<file path="src/rtl/sd_feed_ctrl_if.sv">
`default_nettype none
// ============================================================================
// Module      : sd_feed_ctrl_if
// Description : Sample stream and modulator feed of sd_feed_ctrl.
//               s_data    signed input sample (BW bits)
//               s_valid   s_data valid
//               s_ready   controller can accept s_data
//               sd_in     signed sample presented to the modulator (BW bits)
//               sd_strobe high on the last clock of each sample period
//               master : sample source / modulator side
//               slave  : controller side
// Revision    : 1.0 - initial release
// ============================================================================
interface sd_feed_ctrl_if #(
  parameter int BW = 16
);
  logic signed [BW-1:0] s_data;
  logic                 s_valid;
  logic                 s_ready;
  logic signed [BW-1:0] sd_in;
  logic                 sd_strobe;

  modport master (
    output s_data,
    output s_valid,
    input  s_ready,
    input  sd_in,
    input  sd_strobe
  );

  modport slave (
    input  s_data,
    input  s_valid,
    output s_ready,
    output sd_in,
    output sd_strobe
  );
endinterface
`default_nettype wire

</file>
<file path="src/rtl/sd_feed_ctrl.sv">
`default_nettype none
// ============================================================================
// Module      : sd_feed_ctrl
// Description : Sequencer in front of a 2nd-order sigma-delta modulator.
//               Accepts samples over valid/ready, presents one sample every
//               OSR clocks, applies a shift-based soft-start ramp and a
//               soft-stop drain, saturates to +/-LIMIT and flags underrun
//               and clip events.
//               Ports: clk, rst_n (async, active low), enable (run/drain),
//               clr_flags (sync clear of flags), bus (sd_feed_ctrl_if.slave:
//               s_data/s_valid/s_ready, sd_in/sd_strobe), underrun, clip
//               (sticky flags), state (0 IDLE, 1 RAMP, 2 RUN, 3 DRAIN).
//               Optional: define SD_FEED_DITHER_EN to add +/-1 LFSR dither
//               to sd_in while in RUN.
// Revision    : 1.0 - initial release
// ============================================================================
module sd_feed_ctrl #(
  parameter int BW         = 16,
  parameter int OSR        = 64,
  parameter int RAMP_SHIFT = 4,
  parameter int LIMIT      = 16384
) (
  input  logic          clk,
  input  logic          rst_n,
  input  logic          enable,
  input  logic          clr_flags,
  sd_feed_ctrl_if.slave bus,
  output logic          underrun,
  output logic          clip,
  output logic [1:0]    state
);

  localparam int c_CW = $clog2(OSR);
  localparam int c_SW = $clog2(RAMP_SHIFT + 1);
  localparam logic [c_CW-1:0]    c_CNT_MAX    = c_CW'(OSR - 1);
  localparam logic [c_SW-1:0]    c_SHIFT_INIT = c_SW'(RAMP_SHIFT);
  localparam logic [c_SW-1:0]    c_SHIFT_LAST = c_SW'(RAMP_SHIFT - 1);
  localparam logic signed [BW:0] c_LIM_P      = (BW+1)'(LIMIT);
  localparam logic signed [BW:0] c_LIM_N      = -c_LIM_P;

  typedef enum logic [1:0] {
    S_IDLE  = 2'd0,
    S_RAMP  = 2'd1,
    S_RUN   = 2'd2,
    S_DRAIN = 2'd3
  } t_state;

  t_state               r_state,   w_state_nx;
  logic [c_CW-1:0]      r_cnt,     w_cnt_nx;
  logic [c_SW-1:0]      r_shift,   w_shift_nx;
  logic signed [BW-1:0] r_cur,     w_cur_nx;
  logic signed [BW-1:0] r_nxt,     w_nxt_nx;
  logic                 r_nxt_v,   w_nxt_v_nx;
  logic                 r_underrun;
  logic                 r_clip;
  logic                 w_set_underrun;

  logic                 w_active;
  logic                 w_ready;
  logic                 w_hs;
  logic                 w_boundary;
  logic signed [BW-1:0] w_shifted;
  logic signed [BW:0]   w_ext;
  logic signed [BW:0]   w_dith;
  logic signed [BW:0]   w_pre;
  logic                 w_over_p;
  logic                 w_over_n;
  logic                 w_set_clip;
  logic signed [BW-1:0] w_sat;

  assign w_active   = (r_state == S_RAMP) || (r_state == S_RUN);
  assign w_ready    = !r_nxt_v && w_active;
  assign w_hs       = bus.s_valid && w_ready;
  assign w_boundary = (r_cnt == c_CNT_MAX) && (r_state != S_IDLE);

  // Output path: arithmetic shift, optional dither, then saturation done one
  // bit wider than the sample so the +/-LIMIT compare cannot wrap.
  assign w_shifted = r_cur >>> r_shift;
  assign w_ext     = {w_shifted[BW-1], w_shifted};

`ifdef SD_FEED_DITHER_EN
  // Fibonacci LFSR x^16+x^14+x^13+x^11+1, one step per sample period.
  logic [15:0] r_lfsr;
  logic        w_fb;
  assign w_fb = r_lfsr[0] ^ r_lfsr[2] ^ r_lfsr[3] ^ r_lfsr[5];

  always_ff @(posedge clk or negedge rst_n) begin
    if (!rst_n) begin
      r_lfsr <= 16'hACE1;
    end else if (w_boundary) begin
      r_lfsr <= {w_fb, r_lfsr[15:1]};
    end
  end

  assign w_dith = (r_state != S_RUN) ? '0 :
                  (r_lfsr[0] ? (BW+1)'(1) : {(BW+1){1'b1}});
`else
  assign w_dith = '0;
`endif

  assign w_pre      = w_ext + w_dith;
  assign w_over_p   = w_pre > c_LIM_P;
  assign w_over_n   = w_pre < c_LIM_N;
  assign w_set_clip = (r_state != S_IDLE) && (w_over_p || w_over_n);
  assign w_sat      = w_over_p ? c_LIM_P[BW-1:0] :
                      w_over_n ? c_LIM_N[BW-1:0] : w_pre[BW-1:0];

  assign bus.sd_in     = (r_state == S_IDLE) ? '0 : w_sat;
  assign bus.sd_strobe = w_boundary;
  assign bus.s_ready   = w_ready;
  assign underrun      = r_underrun;
  assign clip          = r_clip;
  assign state         = r_state;

  // Next-state and datapath update.
  always_comb begin
    w_state_nx     = r_state;
    w_cnt_nx       = r_cnt;
    w_shift_nx     = r_shift;
    w_cur_nx       = r_cur;
    w_nxt_nx       = r_nxt;
    w_nxt_v_nx     = r_nxt_v;
    w_set_underrun = 1'b0;

    // A handshake normally parks the sample in nxt; the boundary bypass
    // below overrides this when nxt is empty on a boundary edge.
    if (w_hs) begin
      w_nxt_nx   = bus.s_data;
      w_nxt_v_nx = 1'b1;
    end

    if (r_state != S_IDLE) begin
      w_cnt_nx = (r_cnt == c_CNT_MAX) ? '0 : r_cnt + 1'b1;
    end

    case (r_state)
      S_IDLE: begin
        if (enable) begin
          w_state_nx = S_RAMP;
          w_cnt_nx   = '0;
          w_shift_nx = c_SHIFT_INIT;
          w_cur_nx   = '0;
        end
      end
      S_RAMP, S_RUN: begin
        if (!enable) begin
          w_state_nx = S_DRAIN;
        end else if (w_boundary) begin
          if (r_nxt_v) begin
            w_cur_nx   = r_nxt;
            w_nxt_v_nx = 1'b0;
          end else if (w_hs) begin
            w_cur_nx   = bus.s_data;
            w_nxt_v_nx = 1'b0;
          end else begin
            w_set_underrun = 1'b1;
          end
          if (r_state == S_RAMP) begin
            // A ramp resumed from a fully drained-in DRAIN can hold shift 0.
            w_shift_nx = (r_shift == '0) ? '0 : r_shift - 1'b1;
            if (w_shift_nx == '0) begin
              w_state_nx = S_RUN;
            end
          end
        end
      end
      S_DRAIN: begin
        if (enable) begin
          w_state_nx = S_RAMP;
        end else if (w_boundary) begin
          // The >= also covers a drain entered before the ramp began.
          if (r_shift >= c_SHIFT_LAST) begin
            w_state_nx = S_IDLE;
            w_shift_nx = c_SHIFT_INIT;
            w_cnt_nx   = '0;
            w_cur_nx   = '0;
            w_nxt_v_nx = 1'b0;
          end else begin
            w_shift_nx = r_shift + 1'b1;
          end
        end
      end
      default: begin
        w_state_nx = S_IDLE;
      end
    endcase
  end

  always_ff @(posedge clk or negedge rst_n) begin
    if (!rst_n) begin
      r_state    <= S_IDLE;
      r_cnt      <= '0;
      r_shift    <= c_SHIFT_INIT;
      r_cur      <= '0;
      r_nxt      <= '0;
      r_nxt_v    <= 1'b0;
      r_underrun <= 1'b0;
      r_clip     <= 1'b0;
    end else begin
      r_state    <= w_state_nx;
      r_cnt      <= w_cnt_nx;
      r_shift    <= w_shift_nx;
      r_cur      <= w_cur_nx;
      r_nxt      <= w_nxt_nx;
      r_nxt_v    <= w_nxt_v_nx;
      // Set events take priority over a simultaneous clear.
      r_underrun <= w_set_underrun | (r_underrun & ~clr_flags);
      r_clip     <= w_set_clip | (r_clip & ~clr_flags);
    end
  end

endmodule
`default_nettype wire

</file>
<file path="src/flat_wrapper.sv">
// flat-port wrapper written by rule: the top's interface ports become plain ports
module sd_feed_ctrl_flat 
#(
  parameter int BW         = 16,
  parameter int OSR        = 64,
  parameter int RAMP_SHIFT = 4,
  parameter int LIMIT      = 16384
)
  (clk, rst_n, enable, clr_flags, underrun, clip, state, bus_s_data, bus_s_valid, bus_s_ready, bus_sd_in, bus_sd_strobe);
  sd_feed_ctrl_if #(.BW(BW)) bus_i ();
  input  logic clk;
  input  logic rst_n;
  input  logic enable;
  input  logic clr_flags;
  output logic underrun;
  output logic clip;
  output logic [1:0] state;
  input wire logic [$bits(bus_i.s_data)-1:0] bus_s_data;
  input wire logic [$bits(bus_i.s_valid)-1:0] bus_s_valid;
  output wire logic [$bits(bus_i.s_ready)-1:0] bus_s_ready;
  output wire logic [$bits(bus_i.sd_in)-1:0] bus_sd_in;
  output wire logic [$bits(bus_i.sd_strobe)-1:0] bus_sd_strobe;
  assign bus_i.s_data = bus_s_data;
  assign bus_i.s_valid = bus_s_valid;
  assign bus_s_ready = bus_i.s_ready;
  assign bus_sd_in = bus_i.sd_in;
  assign bus_sd_strobe = bus_i.sd_strobe;
  sd_feed_ctrl #(.BW(BW), .OSR(OSR), .RAMP_SHIFT(RAMP_SHIFT), .LIMIT(LIMIT)) u_core (.clk(clk), .rst_n(rst_n), .enable(enable), .clr_flags(clr_flags), .bus(bus_i), .underrun(underrun), .clip(clip), .state(state));
endmodule
</file>
<file path="config.mk">
export PLATFORM = sky130hd
export DESIGN_NAME = sd_feed_ctrl_flat
export DESIGN_NICKNAME = d
export VERILOG_FILES = /design/src/rtl/sd_feed_ctrl_if.sv /design/src/rtl/sd_feed_ctrl.sv /design/src/flat_wrapper.sv
export SDC_FILE = /design/constraint.sdc
export NUM_CORES = 1
export LEC_CHECK = 0
export ABC_AREA = 1
export CAP_MARGIN = 0
export CORE_MARGIN = 2
export CORE_UTILIZATION = 50
export CTS_BUF_LIST = sky130_fd_sc_hd__clkbuf_8
export DETAILED_ROUTE_END_ITERATION = 7
export PLACE_DENSITY = 0.74
export RECOVER_POWER = 25
export SETUP_SLACK_MARGIN = 0.5
export SYNTH_ARGS = -nofsm -noshare
export SYNTH_HDL_FRONTEND = slang
export SYNTH_SLANG_ARGS = --single-unit
</file>
<file path="constraint.sdc">
create_clock -name clk -period 4.4 [get_ports clk]
set_input_delay 0.88 -clock clk [delete_from_list [all_inputs] [get_ports clk]]
set_output_delay 0.88 -clock clk [all_outputs]
set_load 0.01 [all_outputs]
</file>
==> reports/results.ini <==
[outcome]
outcome = finished with violations
violations = capacitance limit, slew limit

[setup_path]
cp.arrival_ns = 2.79
rrSetupSlack_ns = 1.79
startpoint_type = flop
r2r-end = u_core.r_cur[15]
crit_required_ns = 3.52
reg2reg_from = u_core.state[0]
crit_fanout = 17
reg2reg_depth = 13
crit_type = flop to output port
cp-end-kind = output port

[timing]
fin_crit_sh_pct = 83.39
setup_tns_ns = 0
min_period_ns = 3.669
worst_pin_slew_ns = 2.464
max_freq_ghz = 0.2726
hold_viol = 0
fin_skew_ns = 0.003507
slew_viol_final = 47
slew_headroom_pct = -64.24
hold_ws_ns = 0.4911
rsz0062_at_grt = false
setup_viol = 0

[global_route]
use_met2_pct = 32.40
grt_util_all_layers_pct = 21.82
grt_pass1_wl_mm = 12.85
grt-busiest-layer = met2
grt_max_degree = 47
antenna_found_initial = 0
grt_overflow = 0
gr-usage-met3_pct = 3.933
use_met1_pct = 32.04
grt_pass1_vias = 2766

[floorplan]
die_area_um2 = 7115
core_area_um2 = 6314
num_rows = 29
die_w_um = 84.35
ios = 43
start_util_pct = 51.13
dieHeight_um = 84.35

[pwr]
powerDensity_nw_per_um2 = 951.0
ir_worst_vdd_mv = 0.5550
power.leakage_nw = 1.721
total_power_w = 0.003593

[route]
vias_per_cell = 5.493
drc = 0
drtPass1Iterations = 4
drt_iter0_drc = 178
ant_nets = 0
vias = 2944
wl_per_cell_um = 13.76
wl_mm = 7.375

[final_layout]
final_cell_mix = nand2_1 (80), nor2_1 (62), nand3_1 (49), dfrtp_1 (43), clkdlybuf4s50_1 (41)
finalNonFillerCells = 536
fin_util_pct = 59.85
areaGrowthSynthToFinish_pct = 17.05
nFillCells = 633
diodes = 0
drive_gt1_share_pct = 15.69
nets = 489
final_common_cell = nand2_1

[cts]
clk_path_buf_depth = 2
htree_levels = 2
cts_tree = done
clock-root-buffer = clkbuf_8
clock-sinks = 46
clk_latency_ns = 0.30
clk_pin_slew_ns = 0.09
cts_buffers = 5

[flow_run]
cap_viol_max_count = 1

[place]
placed_cells = 526
place_congestion = 0.8773
numPortBuffers = 42
place_hpwl_mm = 5.349

[worst_hold_path]
holdPathEnd = u_core.clip
min_path_cells = 2
hold_path.class = flop to flop
hold_path.startpoint = u_core.clip

[yosys]
netlist_area_um2 = 3228
ys_ff_latch = 46
synth_cell_types = 35
syn_avg_cell_area_um2 = 7.560
ys_seq_area_share_pct = 35.70
synthCells = 427
synth_fp_nets = 458
yosysWarnings = 0

cell type report:
cell class              count  area, um2  area share (%)
flip-flops and latches     46       1164           30.79
repair inverters            2      12.51          0.3311
multi-input cells         328       1805           47.78
repair buffers             45      436.7           11.56
clock buffers               6      82.58           2.185
inverters                  30      121.4           3.212
clock inverters             2      60.06           1.589
well taps                  77      96.34           2.550
kinds of logic (layout without fill, tap and decap cells):
kind of cell / Yosys count / in the layout / synth area share [%]
adder cells (fa/ha/maj): 10 / 10 / 3.876
AO/OA/AOI/OAI: 64 / 64 / 11.20
AND/OR/NAND/NOR: 241 / 241 / 36.32
flip-flops: 46 / 46 / 35.70
buffers and inverters: 53 / 85 / 8.527
multiplexers: 11 / 11 / 3.837
XOR/XNOR: 2 / 2 / 0.5427
worst max-delay path by stage:
stage	slack, ns	from	cells after the start	end
after global placement	0.84	u_core.r_shift[1]	8	bus_sd_in[0]
final	0.73	u_core.r_shift[2]	11	bus_sd_in[1]
after detailed placement	0.73	u_core.r_shift[1]	8	bus_sd_in[1]
after global routing	0.51	u_core.r_shift[0]	15	bus_sd_in[1]
after floorplan	1.84	u_core.r_shift[2]	12	bus_sd_in[13]
after CTS	0.51	u_core.r_shift[2]	11	bus_sd_in[1]
state kept, by name, indices dropped and copies added (netlist names):
| signal | cells |
|---|---|
| u_core.clip | 1 |
| u_core.r_cnt | 6 |
| u_core.r_cur | 16 |
| u_core.r_nxt | 16 |
| u_core.r_nxt_v | 1 |
| u_core.r_shift | 3 |
| u_core.state | 2 |
| u_core.underrun | 1 |
layer usage:
metal  vias up  wire length (um)
met4         0                92
met1      1372              3561
li1       1481                 -
met2        81              3386
met3        10               335
met5         -                 0
report_power, final:
group	leakage (nW)	internal [W]	switching (W)	total (W)
sequential	0.555	0.000644	0.000228	0.000872
combinational	1.10	0.000953	0.00138	0.00233
clock	0.0714	0.000242	0.000148	0.000390
worst max-delay path: stages, from the launching register on:
cell and delay [ns]:
dfstp_4 0.75, clkinvlp_2 0.24, nand3_1 0.15, nand2_1 0.11
nor2_1 0.10, nand2_1 0.07, nor2_2 0.09, nand2_2 0.06
nand2_4 0.17, nand3_1 0.11, nor2_1 0.11, clkdlybuf4s50_1 0.54
cells in the mapped netlist:
library cell	number	area (um2)
a21oi_1	21	105.1
a221oi_1	1	8.760
a31oi_1	1	6.260
a32o_1	2	20.02
a32oi_1	1	8.760
buf_1	3	11.26
buf_12	2	40.04
buf_2	5	25.02
buf_4	1	7.510
buf_6	4	45.04
clkbuf_1	8	30.03
clkinv_1	1	3.750
clkinv_2	1	5.000
dfrtp_1	45	1126
dfstp_2	1	26.28
ha_1	10	125.1
inv_1	27	101.4
inv_4	1	6.260
mux2_2	11	123.9
nand2_1	80	300.3
nand2_2	7	43.79
nand2_4	4	45.04
nand3_1	50	250.2
nand3_2	17	170.2
nand3b_1	1	7.510
nand4_1	2	12.51
nor2_1	62	232.7
nor2_2	12	75.07
nor3_1	5	25.02
nor3_2	1	10.01
o211ai_1	7	52.55
o21ai_0	29	145.1
o22ai_1	1	6.260
o32ai_1	1	8.760
xor2_1	2	17.52
through the flow:
stage / worst slack, ns / cell area (um2)
final: 0.7310 / 3779
after global routing: 0.5068 / 3779
after CTS: 0.5111 / 3754
after detailed placement: 0.7270 / 3603
after global placement: 0.8445 / 3603
after floorplan: 1.841 / 3228
timing repair:
action                     4_1_cts  5_1_grt
setup endpoints to repair       14       14
hold buffers                     0        0
buffers inserted                 0        0
cloned                           0        2
gates resized for setup          3        6
Note: power is estimated with default switching activity, not from simulation.
